<file path="src/rtl/instr_encoder.sv">
// Instruction encoder: packs R/I/J field sets into 32-bit words, buffers them
// in a 4-entry FIFO and writes them to memory at an auto-incrementing pointer.
// Latency: word accepted at edge N (empty FIFO, FSM idle) drives mem_we from edge N+1.
// Backpressure: in_ready drops when 4 words are held (including the one being
// written); mem_busy stalls the current write.
// Optional feature: define INSTR_ENC_ERRCNT_EN to add the saturating err_cnt port.
module instr_encoder (
  input  logic        clk,
  input  logic        reset,
  input  logic        in_valid,
  output logic        in_ready,
  input  logic [1:0]  fmt,
  input  logic [3:0]  instrOP,
  input  logic [3:0]  opcode,
  input  logic        ce,
  input  logic        oe,
  input  logic [10:0] const11,
  input  logic [15:0] const16,
  input  logic [26:0] const27,
  input  logic [3:0]  areg,
  input  logic [3:0]  breg,
  input  logic [3:0]  dreg,
  input  logic [26:0] base_addr,
  input  logic        base_load,
  output logic [26:0] mem_addr,
  output logic [31:0] mem_data,
  output logic        mem_we,
  input  logic        mem_busy,
  output logic        idle,
`ifdef INSTR_ENC_ERRCNT_EN
  output logic [7:0]  err_cnt,
`endif
  output logic        fmt_err
);

  typedef enum logic {IDLE, WRITE} state_t;

  state_t      state;
  logic [31:0] fifo_mem [4];
  logic [1:0]  rd_ptr;
  logic [1:0]  wr_ptr;
  logic [2:0]  count;
  logic [26:0] wptr;

  logic        xfer;
  logic        push;
  logic        pop;
  logic        has_next;
  logic [31:0] packed_word;
  logic [31:0] next_head;

  // Occupancy counts the word under write, so ready ignores a same-cycle pop.
  assign in_ready = (count < 3'd4);
  assign idle     = (state == IDLE) && (count == 3'd0);
  assign xfer     = in_valid && in_ready;
  assign push     = xfer && (fmt != 2'd3);
  assign pop      = (state == WRITE) && !mem_busy;

  // Pack the presented fields according to the selected format.
  always_comb begin
    packed_word = 32'd0;
    case (fmt)
      2'd0:    packed_word = {instrOP, ce, opcode, const11, areg, breg, dreg};
      2'd1:    packed_word = {instrOP, const16, areg, breg, dreg};
      2'd2:    packed_word = {instrOP, const27, oe};
      default: packed_word = 32'd0;
    endcase
  end

  // Word that becomes the head after a pop: the next stored entry, or the
  // word being pushed on the same edge when the popped entry was the last one.
  always_comb begin
    has_next  = (count > 3'd1) || push;
    next_head = (count > 3'd1) ? fifo_mem[rd_ptr + 2'd1] : packed_word;
  end

  // FIFO storage and pointers.
  always_ff @(posedge clk) begin
    if (reset) begin
      rd_ptr <= 2'd0;
      wr_ptr <= 2'd0;
      count  <= 3'd0;
    end else begin
      if (push) begin
        fifo_mem[wr_ptr] <= packed_word;
        wr_ptr           <= wr_ptr + 2'd1;
      end
      if (pop) begin
        rd_ptr <= rd_ptr + 2'd1;
      end
      case ({push, pop})
        2'b10:   count <= count + 3'd1;
        2'b01:   count <= count - 3'd1;
        default: count <= count;
      endcase
    end
  end

  // Write FSM with registered memory-port outputs and the write pointer.
  always_ff @(posedge clk) begin
    if (reset) begin
      state    <= IDLE;
      mem_we   <= 1'b0;
      mem_data <= 32'd0;
      mem_addr <= 27'd0;
      wptr     <= 27'd0;
    end else begin
      case (state)
        IDLE: begin
          // idle implies an empty FIFO, so a pointer load never races a write start
          if (base_load && idle) begin
            wptr <= base_addr;
          end
          if (count != 3'd0) begin
            state    <= WRITE;
            mem_we   <= 1'b1;
            mem_data <= fifo_mem[rd_ptr];
            mem_addr <= wptr;
          end
        end
        WRITE: begin
          if (!mem_busy) begin
            wptr <= wptr + 27'd1;
            if (has_next) begin
              mem_data <= next_head;
              mem_addr <= wptr + 27'd1;
            end else begin
              state  <= IDLE;
              mem_we <= 1'b0;
            end
          end
        end
        default: begin
          state  <= IDLE;
          mem_we <= 1'b0;
        end
      endcase
    end
  end

  // One-cycle error pulse for a transfer carrying the invalid format.
  always_ff @(posedge clk) begin
    if (reset) begin
      fmt_err <= 1'b0;
    end else begin
      fmt_err <= xfer && (fmt == 2'd3);
    end
  end

`ifdef INSTR_ENC_ERRCNT_EN
  // Saturating count of rejected words.
  always_ff @(posedge clk) begin
    if (reset) begin
      err_cnt <= 8'd0;
    end else if (xfer && (fmt == 2'd3) && (err_cnt != 8'hFF)) begin
      err_cnt <= err_cnt + 8'd1;
    end
  end
`endif

endmodule

</file>
<file path="config.mk">
export PLATFORM = sky130hd
export DESIGN_NAME = instr_encoder
export DESIGN_NICKNAME = d
export VERILOG_FILES = /design/src/rtl/instr_encoder.sv
export SDC_FILE = /design/constraint.sdc
export NUM_CORES = 1
export LEC_CHECK = 0
export CORE_MARGIN = 1.5
export CORE_UTILIZATION = 59
export DETAILED_ROUTE_END_ITERATION = 6
export GPL_TIMING_DRIVEN = 0
export PLACE_DENSITY = 0.93
export SYNTH_ARGS = -nofsm -noshare
export SYNTH_HDL_FRONTEND = slang
export SYNTH_SLANG_ARGS = --single-unit
</file>
<file path="constraint.sdc">
create_clock -name clk -period 5.4 [get_ports clk]
set_input_delay 1.08 -clock clk [delete_from_list [all_inputs] [get_ports clk]]
set_output_delay 1.08 -clock clk [all_outputs]
set_load 0.02 [all_outputs]
</file>
After elaboration in Yosys (flattened, before gate mapping)
Memories as Yosys holds them, arrays and structs flattened. A register that Yosys moved wholly into a read port is not among the register bits.
Index checks and enable logic that the tools add are counted.
{"block": "totals", "ramBits": 128, "register_bits": 96, "wordCells": 71, "latchBits": 0, "n_memories": 1, "rom_bits": 0}
{"block": "op_classes", "n_mux": 27, "n_addsub": 5, "n_reduce_logical": 15, "n_shift": 0, "bitwise_logic": 1, "order_cmp": 2, "n_mul": 0, "n_div": 0, "eq_ne": 11}
{"name": "fifo_mem", "words": 4, "word_bits": 32, "read_ports": 2, "rd_ports_with_merged_regs": 1, "wr": 1, "line": "39", "text": "logic [31:0] fifo_mem [4];"}
{"op": "27-bit two-way mux", "count": 5}
{"op": "32-bit two-way mux", "count": 4}
{"op": "27-bit case mux with 2 select lines", "count": 2}
{"op": "32-bit case mux with 3 select lines", "count": 1}
{"op": "32-bit case mux with 2 select lines", "count": 1}
{"op": "27-bit by 1-bit adder with 27-bit output (second input constant)", "count": 1}
{"op": "1-bit two-way mux", "count": 9}
{"op": "2-bit == test (second input constant)", "count": 3}
{"op": "1-bit logical AND", "count": 6}
{"op": "2-bit by 1-bit != test with 1-bit output (second input constant)", "count": 3}
{"op": "2-bit != test (second input constant)", "count": 3}
{"op": "3-bit case mux with 2 select lines", "count": 1}
{"op": "3-bit AND reduction", "count": 2}
{"op": "2-bit by 1-bit adder with 2-bit output (second input constant)", "count": 2}
{"op": "2-bit by 1-bit == test with 1-bit output (second input constant)", "count": 2}
{"op": "2-bit two-way mux", "count": 2}
{"op": "1-bit case mux with 2 select lines", "count": 2}
{"op": "3-bit by 1-bit adder with 3-bit output (second input constant)", "count": 1}
{"op": "3-bit by 1-bit greater-than comparator with 1-bit output (second input constant)", "count": 1}
{"op": "3-bit logical NOT", "count": 1}
{"op": "3-bit less-than comparator (second input constant)", "count": 1}
{"op": "3-bit nonzero test", "count": 1}
{"op": "3-bit by 1-bit subtractor with 3-bit output (second input constant)", "count": 1}
{"op": "2-bit logical NOT", "count": 1}
{"op": "other kinds (5)", "count": 5}

Logic depth before layout (Yosys ltp)
{"block": "logic_depth", "ltp_word": 7, "ltp_mapped": 9, "depth_no_buf": 7}

Worst setup path after synthesis
No wires, ideal clock.
{"block": "synth_path", "path_kind": "input port to flip-flop", "startpoint": "in reset", "endpoint": "mem fifo_mem[0][0], enable pin", "arrival_time_ns": 2.820, "path_buffers": 1, "path_stages": 5, "slack_ns": 2.188, "setup_ns": 0.392, "path_cell_list": "clkdlybuf4s50_2 > inv_1 > nand3_1 > a21oi_1 > and2_1"}
{"block": "synth_via", "elab_chain_cells": 2}
{"element": "from (decl)", "line": "9", "text": "input logic reset,"}
{"element": "1-bit two-way mux", "line": "79", "text": "if (reset) begin"}
{"element": "1-bit two-way mux (not written as such)", "line": "85", "text": "fifo_mem[wr_ptr] <= packed_word;"}
{"element": "to (decl)", "line": "39"}
No other way between the ends.

Worst setup path after layout
{"block": "layout_path", "startpoint": "reg state", "endpoint": "out idle"}
{"block": "layout_via", "elab_chain_cells": 2}
{"element": "from (decl)", "line": "38", "text": "state_t state;"}
{"element": "from (signal assigned)", "line": "102", "text": "state <= IDLE;"}
{"element": "from (signal assigned)", "line": "115", "text": "state <= WRITE;"}
{"element": "from (signal assigned)", "line": "128", "text": "state <= IDLE;"}
{"element": "1-bit inverter"}
{"element": "1-bit logical AND", "line": "54", "text": "assign idle = (state == IDLE) && (count == 3'd0);"}
{"element": "to (decl)", "line": "29", "text": "output logic idle,"}
No other way between the ends.

==> run metrics <==
status=finished clean; Crit. End Element=output pin; post-CTS sizing=0; Max Slew Vio Count=0; WP data required=4.32 ns; pwr dens=479 nW/um^2; synthesis-to-layout area growth=24.9%; R2R depth=9; via density per instance=6.54; Die X=142 um; Syn Nets=1,080; pin count of the biggest net entering global routing=33; Post-synth EDFFs=128; hold crit path type=flop to flop; total die area=20,100 sq um; Wirelength per Cell=24.0 um; clk_lat worst skew=0.54 ns; Crit Path Category=flop to output pin; WP data arrival=3.02 ns; clk sinks=226; fin crit period=4.10 ns; RR Startpoint=count[1]$_SDFFE_PP0P_; final setup violating endpoints=0; Cell Rows=50; drt drc=0; H-Tree Depth=1; post-DP HPWL=23.6 mm; CTS Buf Count=23; area of the mapped netlist=11,400 sq um; Post-CTS Hold Fix Bufs=0; vias=9,375; Post-synth ARST share=0; Hold Startpoint=mem_addr[5]$_SDFFE_PP0P_; relative slew slack=0.359; post-CTS setup buffer count=0; worst hold slack=0.496 ns; GRT Total Usage=0.346; TritonCTS clock tree=yes; final net count=1,276; slowest cell on the critical path=buf_1; Reg2Reg Capture Point=wptr[8]$_SDFFE_PP0P_; clk buf depth=3; total number of yosys warnings=0; I/O pins=173; Max-Cap Viols=0; routed wire length=34.4 mm; library cells used by synthesis=67; number of global-route vias before repair=9,350; leakage=0.00483 uW; Syn Area/Cell=11.8 sq um; final antenna-violating net count=0; clk_skew=0.0253 ns; port bufs=171; delay of the slowest critical-path stage=0.65 ns; TritonRoute pass-1 iters=5; FMAX=244 MHz; commonest non-fill, non-tap cell in the layout=clkdlybuf4s50_1; fraction of layout cells with a size suffix above 1=0.142; fillers=1,175; clk slew on worst S/H paths=0.06 ns; core footprint=18,800 sq um; Register Area=5810 sq um; grt ovf=0; GPL Wtd Cong=0.924; peak fanout along the critical path=10; CP Capture Point=idle; die height=142 um; Top cell by count, worst path=buf_1; area occupied by multi-input gates=5050 sq um; initial antenna violation count=0; Initial DRC Count=875; total negative slack=0 ns; root buffer cell=clkbuf_16; final core occ=0.754; post-synthesis cell count=960; crit share post-route=0.758; first-pass GRT wire length=52.5 mm; Startpoint Class=flop; Final Hold Fails=0; Max IR drop VDD=383 uV; post-synthesis sequential area ratio=0.511; initial core utilization=0.604; synthesized flop and latch total=226; RSZ-0062 raised after global routing=false; Worst R2R Setup Slack=2.45 ns; Most used DFF post-synth=edfxtp_1; transition time at the pin with the least slew margin=0.961 ns; commonest non-fill, non-tap cells in the layout=clkdlybuf4s50_1 (171), edfxtp_1 (128), dfxtp_1 (98), nor2_1 (87), mux4_2 (64); crit-path cells=buf_1 > inv_2 > buf_1 > and3_1 > clkdlybuf4s50_1; CP Launch Point=state$_SDFF_PP0_
final cells by class:
class,instances,share of cell area
Sequential cell,226,0.409
Multi-Input combinational cell,615,0.356
Timing Repair Buffer,171,0.121
Clock buffer,29,0.0457
Buffer,83,0.0273
Tap cell,260,0.0229
Inverter,36,0.00952
Clock inverter,13,0.00934
Antenna cell,1,0.000176
critical path: cells and delay by family, from the launching register on:
family                 cells  cell delay [ns]
AND/OR/NAND/NOR            1             0.30
buffers and inverters      4             1.82
flip-flops                 1             0.37
registers in the layout, indices dropped and copies added, names as in the netlist, named ones only:
register	count
state	1
fifo_mem	128
mem_addr	27
wptr	27
mem_we	1
fmt_err	1
mem_data	32
wr_ptr	2
count	3
rd_ptr	2
worst min-delay path by stage:
stage / end / depth (start not counted)
after floorplan: wptr[18]$_SDFFE_PP0P_ / 2
after global placement: mem_data[30]$_SDFFE_PP0P_ / 2
after detailed placement: mem_data[30]$_SDFFE_PP0P_ / 2
after CTS: mem_data[30]$_SDFFE_PP0P_ / 2
after global routing: mem_data[30]$_SDFFE_PP0P_ / 2
final: mem_addr[5]$_SDFFE_PP0P_ / 2
per-layer routing:
metal  track usage  wire (um)  vias to the layer above
met4         0.140       1200                        0
met3        0.0580       3370                      107
met1         0.429      12600                     4514
li1              -          -                     4056
met2         0.605      17300                      698
met5             0          0                        -
cell usage after synthesis, drive strengths merged (2+ instances only):
cell type	count	area, sq um
a21o	2	16.3
o22ai	5	31.3
o31ai	3	22.5
o211ai	2	15.0
nor2b	2	12.5
buf	25	121
xor2	13	114
nor4	9	56.3
a22oi	3	22.5
and4	4	38.8
clkbuf	57	255
a211oi	60	450
o21a	4	30.0
mux2	18	203
and3	9	56.3
o311ai	2	17.5
mux4	64	1440
and2	9	56.3
ha	10	125
a31oi	4	25.0
nor2	87	327
a32o	2	20.0
a21oi	44	220
dfxtp	98	1960
a211o	4	35.0
a2bb2oi	12	105
o21ai	42	214
xnor2	15	131
edfxtp	128	3840
nor3	13	70.1
nand2	55	206
nand4	11	83.8
mux2i	38	380
o32ai	2	17.5
or3	6	38.8
or2	4	27.5
o2bb2ai	23	201
nand3	19	95.1
inv	35	131
a221oi	2	17.5
per-stage QoR:
step | area (sq um) | power [uW] | cells | setup slack [ns]
after CTS | 14200 | 6750 | 1433 | 1.36
final | 14200 | 6800 | 1434 | 1.30
after floorplan | 11400 | 4030 | 960 | 2.19
after global routing | 14200 | 7050 | 1433 | 1.25
after global placement | 13400 | 5000 | 1391 | 1.37
after detailed placement | 13400 | 5100 | 1391 | 1.57
power by group:
part	leakage [uW]	total [uW]	switching (uW)	internal, uW
logic	0.00246	2770	1600	1160
registers	0.00198	2390	240	2150
clock network	0.000393	1640	689	955
kinds of logic after synthesis:
| family | share of synthesized area |
|---|---|
| simple gates | 0.0983 |
| flops | 0.511 |
| compound gates | 0.135 |
| mux | 0.178 |
| buf+inv | 0.0460 |
| xor+xnor | 0.0216 |
| fa+ha+maj | 0.0110 |
Power figures use the tool's default switching activity.
